File: config.mk
export PLATFORM = sky130hd
export DESIGN_NAME = fetch_stage
export DESIGN_NICKNAME = d
export VERILOG_FILES = /design/src/rtl/arm_pipe_pkg.sv /design/src/rtl/fd_pipe_reg.sv /design/src/rtl/fetch_stage.sv
export SDC_FILE = /design/constraint.sdc
export NUM_CORES = 1
export LEC_CHECK = 0
export BUFFER_PORTS_ARGS = -buffer_cell sky130_fd_sc_hd__buf_2
export CAP_MARGIN = 5
export CORE_ASPECT_RATIO = 0.75
export CORE_UTILIZATION = 52
export DETAILED_ROUTE_END_ITERATION = 16
export PLACE_DENSITY = 0.93
export SLEW_MARGIN = 20
export SYNTH_ARGS = -nofsm -noshare
export SYNTH_HDL_FRONTEND = slang
export SYNTH_SLANG_ARGS = --single-unit
export TNS_END_PERCENT = 20
File: constraint.sdc
create_clock -name clk -period 6.7 [get_ports clk]
set_input_delay 1.005 -clock clk [delete_from_list [all_inputs] [get_ports clk]]
set_output_delay 1.005 -clock clk [all_outputs]
set_load 0.02 [all_outputs]
File: src/rtl/arm_pipe_pkg.sv
// Shared types and constants for the ARM pipeline front end.
// Provides the fetch/decode pipeline payload, reset/bubble constants and
// a word-alignment helper for PC targets.
package arm_pipe_pkg;

  localparam int unsigned XLEN = 32;

  localparam logic [XLEN-1:0] RESET_PC  = 32'h0000_0000;
  localparam logic [XLEN-1:0] NOP_INSTR = 32'hE1A0_0000;  // MOV R0,R0 (AL)

  typedef struct packed {
    logic [XLEN-1:0] instr;
    logic [XLEN-1:0] pcplus4;
    logic [XLEN-1:0] pcplus8;
    logic            valid;
  } fd_reg_t;

  localparam fd_reg_t FD_BUBBLE = '{
    instr:   NOP_INSTR,
    pcplus4: '0,
    pcplus8: '0,
    valid:   1'b0
  };

  // Instruction addresses are word aligned; drop the byte offset.
  function automatic logic [XLEN-1:0] word_align(input logic [XLEN-1:0] addr);
    return {addr[XLEN-1:2], 2'b00};
  endfunction

endpackage

File: src/rtl/fd_pipe_reg.sv
// Fetch-to-decode pipeline register.
// Priority: reset/flush -> bubble, stall -> hold, load -> capture, else bubble.
// Ports: clk, reset (sync, active-high), flush, stall, load, d (payload in),
//        q (registered payload out).
module fd_pipe_reg
  import arm_pipe_pkg::*;
(
  input  logic    clk,
  input  logic    reset,
  input  logic    flush,
  input  logic    stall,
  input  logic    load,
  input  fd_reg_t d,
  output fd_reg_t q
);

  always_ff @(posedge clk) begin
    if (reset || flush) begin
      q <= FD_BUBBLE;
    end else if (stall) begin
      q <= q;
    end else if (load) begin
      q <= d;
    end else begin
      // No instruction arrived this cycle: insert exactly one bubble.
      q <= FD_BUBBLE;
    end
  end

endmodule

File: src/rtl/fetch_stage.sv
// Fetch stage: owns the PC, selects the next PC (branch > PC write > +4),
// drives instruction memory and fills the fetch-to-decode register.
// Ports: clk, reset (sync, active-high); hazard controls stall_f, stall_d,
//        flush_d; redirects branch_taken_e/branch_target_e and
//        pc_src_w/result_w; imem_addr/imem_rdata/imem_ready memory port;
//        decode outputs instr_d, pcplus4_d, pcplus8_d, valid_d; fetch_wait.
module fetch_stage
  import arm_pipe_pkg::*;
(
  input  logic            clk,
  input  logic            reset,
  input  logic            stall_f,
  input  logic            stall_d,
  input  logic            flush_d,
  input  logic            branch_taken_e,
  input  logic [XLEN-1:0] branch_target_e,
  input  logic            pc_src_w,
  input  logic [XLEN-1:0] result_w,
  output logic [XLEN-1:0] imem_addr,
  input  logic [XLEN-1:0] imem_rdata,
  input  logic            imem_ready,
  output logic [XLEN-1:0] instr_d,
  output logic [XLEN-1:0] pcplus4_d,
  output logic [XLEN-1:0] pcplus8_d,
  output logic            valid_d,
  output logic            fetch_wait
);

  logic [XLEN-1:0] pc_f;
  logic [XLEN-1:0] pcplus4_c;
  logic [XLEN-1:0] pcplus8_c;
  logic [XLEN-1:0] pc_next_c;
  logic            redirect_c;
  logic            fetch_ok_c;
  logic            pc_load_c;
  fd_reg_t         fd_d_c;
  fd_reg_t         fd_q;

  // Next-PC selection; a redirect overrides stalls and memory wait states.
  always_comb begin
    pcplus4_c  = pc_f + XLEN'(4);
    pcplus8_c  = pc_f + XLEN'(8);
    redirect_c = branch_taken_e | pc_src_w;
    fetch_ok_c = imem_ready & ~stall_f;
    pc_load_c  = redirect_c | fetch_ok_c;
    pc_next_c  = pcplus4_c;
    if (branch_taken_e) begin
      pc_next_c = word_align(branch_target_e);
    end else if (pc_src_w) begin
      pc_next_c = word_align(result_w);
    end
  end

  always_ff @(posedge clk) begin
    if (reset) begin
      pc_f <= RESET_PC;
    end else if (pc_load_c) begin
      pc_f <= pc_next_c;
    end
  end

  always_comb begin
    fd_d_c         = FD_BUBBLE;
    fd_d_c.instr   = imem_rdata;
    fd_d_c.pcplus4 = pcplus4_c;
    fd_d_c.pcplus8 = pcplus8_c;
    fd_d_c.valid   = 1'b1;
  end

  fd_pipe_reg u_fd_pipe_reg (
    .clk   (clk),
    .reset (reset),
    .flush (flush_d),
    .stall (stall_d),
    .load  (fetch_ok_c),
    .d     (fd_d_c),
    .q     (fd_q)
  );

  assign imem_addr  = pc_f;
  assign fetch_wait = ~imem_ready;
  assign instr_d    = fd_q.instr;
  assign pcplus4_d  = fd_q.pcplus4;
  assign pcplus8_d  = fd_q.pcplus8;
  assign valid_d    = fd_q.valid;

endmodule

# Word level (Yosys, flattened, before mapping)
# Cells that the tools add are included.
# totals
ff_bits	129
latchBits	0
ramBits	0
romBits	0
out_inout_bits	130
elab_cells	16
n_memories	0
# classes
add_sub_neg	2
n_mul	0
div	0
n_lt_le_gt_ge	0
eq_ne	0
shifts	0
muxes	3
bitwise_logic	5
n_reduce_logical	1
# op_table
operator	count
$mux 97	1
$mux 32	2
$add 32x3->32 const B	1
$add 32x4->32 const B	1
$not 1->1	2
$or 1x1->1	2
$and 1x1->1	1
$logic_or 1x1->1	1

# Logic depth before layout (Yosys ltp)
# logic_depth
ltp_word	3
ltp_mapped	7
ltp_nobuf	6

# Modules after synthesis
# From an unflattened synthesis, not the netlist that was laid out.
# hier_totals
cells_unflattened	812
area_unflattened_um2	6653.9
# by_module_without_submodules
mod	instances	cells_each	area_per_inst_um2
fd_pipe_reg	1	432	3819.9
fetch_stage	1	380	2834.0

# Least setup slack after synthesis
# No wires, ideal clock.
# synth_path
kind	register to register
from	reg pc_f[3], in the netlist imem_addr[3]
to	reg pc_f[15], in the netlist imem_addr[15]
setup_time_ns	0.066
t_arrival_ns	2.304
required_time_ns	6.634
path_slack_ns	4.330
stages_incl_launch_ff	8
path_buffers	1
synth_period_minus_slack_ns	2.370
cell_sequence	dfxtp_1 -> ha_1 -> nand4_2 -> or4_4 -> buf_6 -> or3_1 -> a211o_1 -> a21oi_2
# synth_between
elab_chain_cells	3
# synth_lines
element	line	source
start, declared	fetch_stage.sv:29	logic [XLEN-1:0] pc_f;
start signal, assigned	fetch_stage.sv:58	pc_f <= pc_next_c;
$add 32x3->32	fetch_stage.sv:41	pcplus4_c = pc_f + XLEN'(4);
$mux 32	fetch_stage.sv:49	end else if (pc_src_w) begin
$mux 32	fetch_stage.sv:47	if (branch_taken_e) begin
# Every way passes these cells.
# A chain may end at the register's enable or synchronous reset.

# Worst setup path in the final report
# layout_path
from	in stall_f
to	reg u_fd_pipe_reg.q[49] (netlist bit)
# layout_between
elab_chain_cells	3
# layout_lines
element	line	source
start, declared	fetch_stage.sv:12	input logic stall_f,
$not 1->1	fetch_stage.sv:44	fetch_ok_c = imem_ready & ~stall_f;
$and 1x1->1	fetch_stage.sv:44	
$mux 97	fd_pipe_reg.sv:22	end else if (load) begin
end signal, assigned	fd_pipe_reg.sv:21	q <= q;
end, declared	fd_pipe_reg.sv:14	output fd_reg_t q
# Every way passes these cells.

==> results.ini <==
[synthesis]
synthesis.area_um2=5640
synth.ff_latch_count=123
yosysUniqueCellTypes=49
yosysWarningCount=0
synthesis.instances=676
async_set_or_reset_flop_fraction_in_the_synthesized_netlist=0
avgSynthCellArea_um2=8.34
yosysSeqAreaShare=0.437
synth_ff_type=dfxtp_1
number_of_synthesized_flops_with_an_enable_pin=0

[detailed_routing]
detail_route.drc_violations=0
detail_route.wirelength_mm=17.9
route.top_layer_used=met5
detail_route.vias_per_cell=5.81
met3_wirelength_mm=1.92
detailroute.via_count=5883
met2_wirelength_mm=7.87
drt-initial-drc-count=546
first_pass_iters=5
avgRoutedWirePerCell_um=17.7
ant_nets=0
wl_met1_mm=7.72

[place]
dp_slack_ps=2870
place_congestion=0.919
port_buffers=223
detailedPlacementHpwl_mm=12.3

[power_and_ir_drop]
pwr_density_nw_per_um2=269
fin_total_pwr_w=0.00197
power.ir.vdd_worst_mv=0.214
p_leak_nw=3.05

[sta]
timing.final.setup_violations=0
grt_setup_unrepaired=false
finalWorstPathRequiredPeriod_ps=3030
maxSlewViolCount=0
final.setup.worst_slack_ps=3670
final.setup_skew_ps=8.80
fin_hold_ws_ps=448
worst_slew_margin_rel=0.359
final.setup.tns_ps=0
final_min_period_over_clock_period=0.452
report.final.hold_viol_count=0
timing.fmax_ghz=0.330
tightestPinTransition_ps=959

[critical_path]
crit_path_start_kind=primary input
timing.critical_path.fanout_max=42
worst_r2r_startpoint=imem_addr[4]
worst-path-stages=5
critical_path.max_stage_delay_ps=820
worstRegToRegCells=6
register_to_register_setup_slack_ps=3820
endpoint_of_the_worst_slack_reg_to_reg_timing_path=imem_addr[19]
critPathTopFamily=simple AND/OR/NAND/NOR gates
timing_worst_setup_path_type=primary input to register
cpMaxStageDelayCell=nor2_4
worst_ep_arrival_time_ps=3340
worstSetupEndpointType=register
crit_path_required_time_ps=7010
crit_path_cell_trace=buf_2, nand2b_1, nor2_4, nand2_2, o21ai_0
critPathBufInv=1

[finish]
final_common_cell=buf_2
fill_cells=850
area_growth_syn_to_layout_pct=30.0
finalNetCount=967
layout-drive-gt1-share=0.314
layout_common_cells=buf_2, dfxtp_1, nand2_1, nor2_1, a22oi_1

[clock_tree]
total_cts_buffers=17
cts.htree.levels=4
numClockSinks=123
worst_case_clock_buffer_depth=2
postCtsSetupRepairBufs=0
worst_setup_hold_path_clk_slew_ps=50
postCtsResizedCells=0
tritoncts=done
cts_hold_buf=0
clock_insertion_delay_worst_skew_ps=410
cts_root_buffer=clkbuf_16

[hold_path]
min_path_type=register to register
holdPathStages=2
worst_hold_start=u_fd_pipe_reg.q[44]
timing.hold.worst_endpoint=u_fd_pipe_reg.q[44]

[job]
timing.max_cap.violations=0

[floorplanning]
initial_utilization=0.542
ioPinCount=234
chipWidth_um=122
floorplan.rows=32
coreArea_um2=10400
height_of_the_chip_um=92.2
die_area_um2=11300

[grt]
grt_first_pass_wirelength_mm=27.7
global_route.usage.total=0.319
antenna_found_initial=3
grt_pass1_vias=5402
grt_start_max_net_pins=49
grt_overflow=0

[status]
run_status=finished clean

[cell usage after synthesis, drive strengths merged (2+ instances only)]
library cell / count / area share
nand2b: 2 / 0.0022
or3: 3 / 0.0033
clkbuf: 45 / 0.030
or4: 2 / 0.0033
o22ai: 18 / 0.020
and4: 3 / 0.0049
xnor2: 33 / 0.051
nor2: 70 / 0.047
o21a: 7 / 0.0093
a22oi: 63 / 0.084
dfxtp: 123 / 0.44
nor3: 16 / 0.014
a211o: 2 / 0.0031
nand2: 83 / 0.055
o21ai: 51 / 0.045
o221ai: 7 / 0.011
and2: 4 / 0.0044
nor4: 5 / 0.0067
nor2b: 6 / 0.0067
and3: 2 / 0.0022
nand4: 17 / 0.020
nand3: 20 / 0.018
ha: 2 / 0.0044
xor2: 24 / 0.037
nand3b: 5 / 0.0067
a21oi: 15 / 0.014
or2: 3 / 0.0033
buf: 24 / 0.028
mux2i: 8 / 0.014
inv: 5 / 0.0033
[routing by layer]
metal,up-vias,GRT usage
li1,2736,-
met1,2743,0.439
met2,361,0.472
met3,41,0.0908
met4,2,0.107
met5,-,0
[state kept, by name, indices dropped and copies added (netlist names)]
register / cells
u_fd_pipe_reg.q: 93
imem_addr: 30
[per-stage QoR]
step | instances | utilization | instance area (um2)
after CTS | 1010 | 0.704 | 7320
after floorplan | 681 | - | 5660
after global routing | 1010 | 0.704 | 7330
after detailed placement | 978 | 0.642 | 6680
final | 1012 | 0.704 | 7330
after global placement | 978 | 0.642 | 6680
[power breakdown]
part	switching (W)	internal, W	leakage, nW	total, W
combinational	0.000117	0.0000767	1.76	0.000194
clock	0.000347	0.000644	0.298	0.000992
sequential	0.0000383	0.000751	0.999	0.000789
total	0.000503	0.00147	3.05	0.00197
[tightest hold or removal path: cells and delay by family (launching register included)]
kind            cells  cell delay, ps
simple gates        1              40
compound gates      1              50
flops               1             320
[cells by family (layout without fill, tap and decap cells)]
group,count (synthesis),count (layout),share of synthesized area
adder cells (fa/ha/maj),2,2,0.00444
multiplexers,8,8,0.0142
buffers and inverters,75,268,0.0621
AND/OR/NAND/NOR,241,241,0.198
XOR/XNOR,57,57,0.0885
AO/OA/AOI/OAI,169,169,0.196
flip-flops,123,123,0.437
other,1,8,0.000665
[worst max-delay path by stage]
stage / slack [ps] / end / startpoint
final: 3670 / u_fd_pipe_reg.q[49] / stall_f
after global routing: 3400 / u_fd_pipe_reg.q[14] / stall_f
after CTS: 3280 / u_fd_pipe_reg.q[47] / stall_f
after detailed placement: 2870 / u_fd_pipe_reg.q[49] / stall_f
after global placement: 2990 / u_fd_pipe_reg.q[61] / stall_f
after floorplan: 4330 / imem_addr[15] / imem_addr[3]
[final cells by class]
type / instances / area [um2] / area share
Multi-Input combinational cell: 483 / 2860 / 0.390
Clock buffer: 19 / 453 / 0.0618
Antenna cell: 2 / 5.00 / 0.000683
Timing Repair Buffer: 230 / 1170 / 0.159
Clock inverter: 13 / 189 / 0.0258
Sequential cell: 123 / 2460 / 0.336
Tap cell: 136 / 170 / 0.0232
Inverter: 6 / 22.5 / 0.00307
Note: power is estimated with default switching activity, not from simulation.
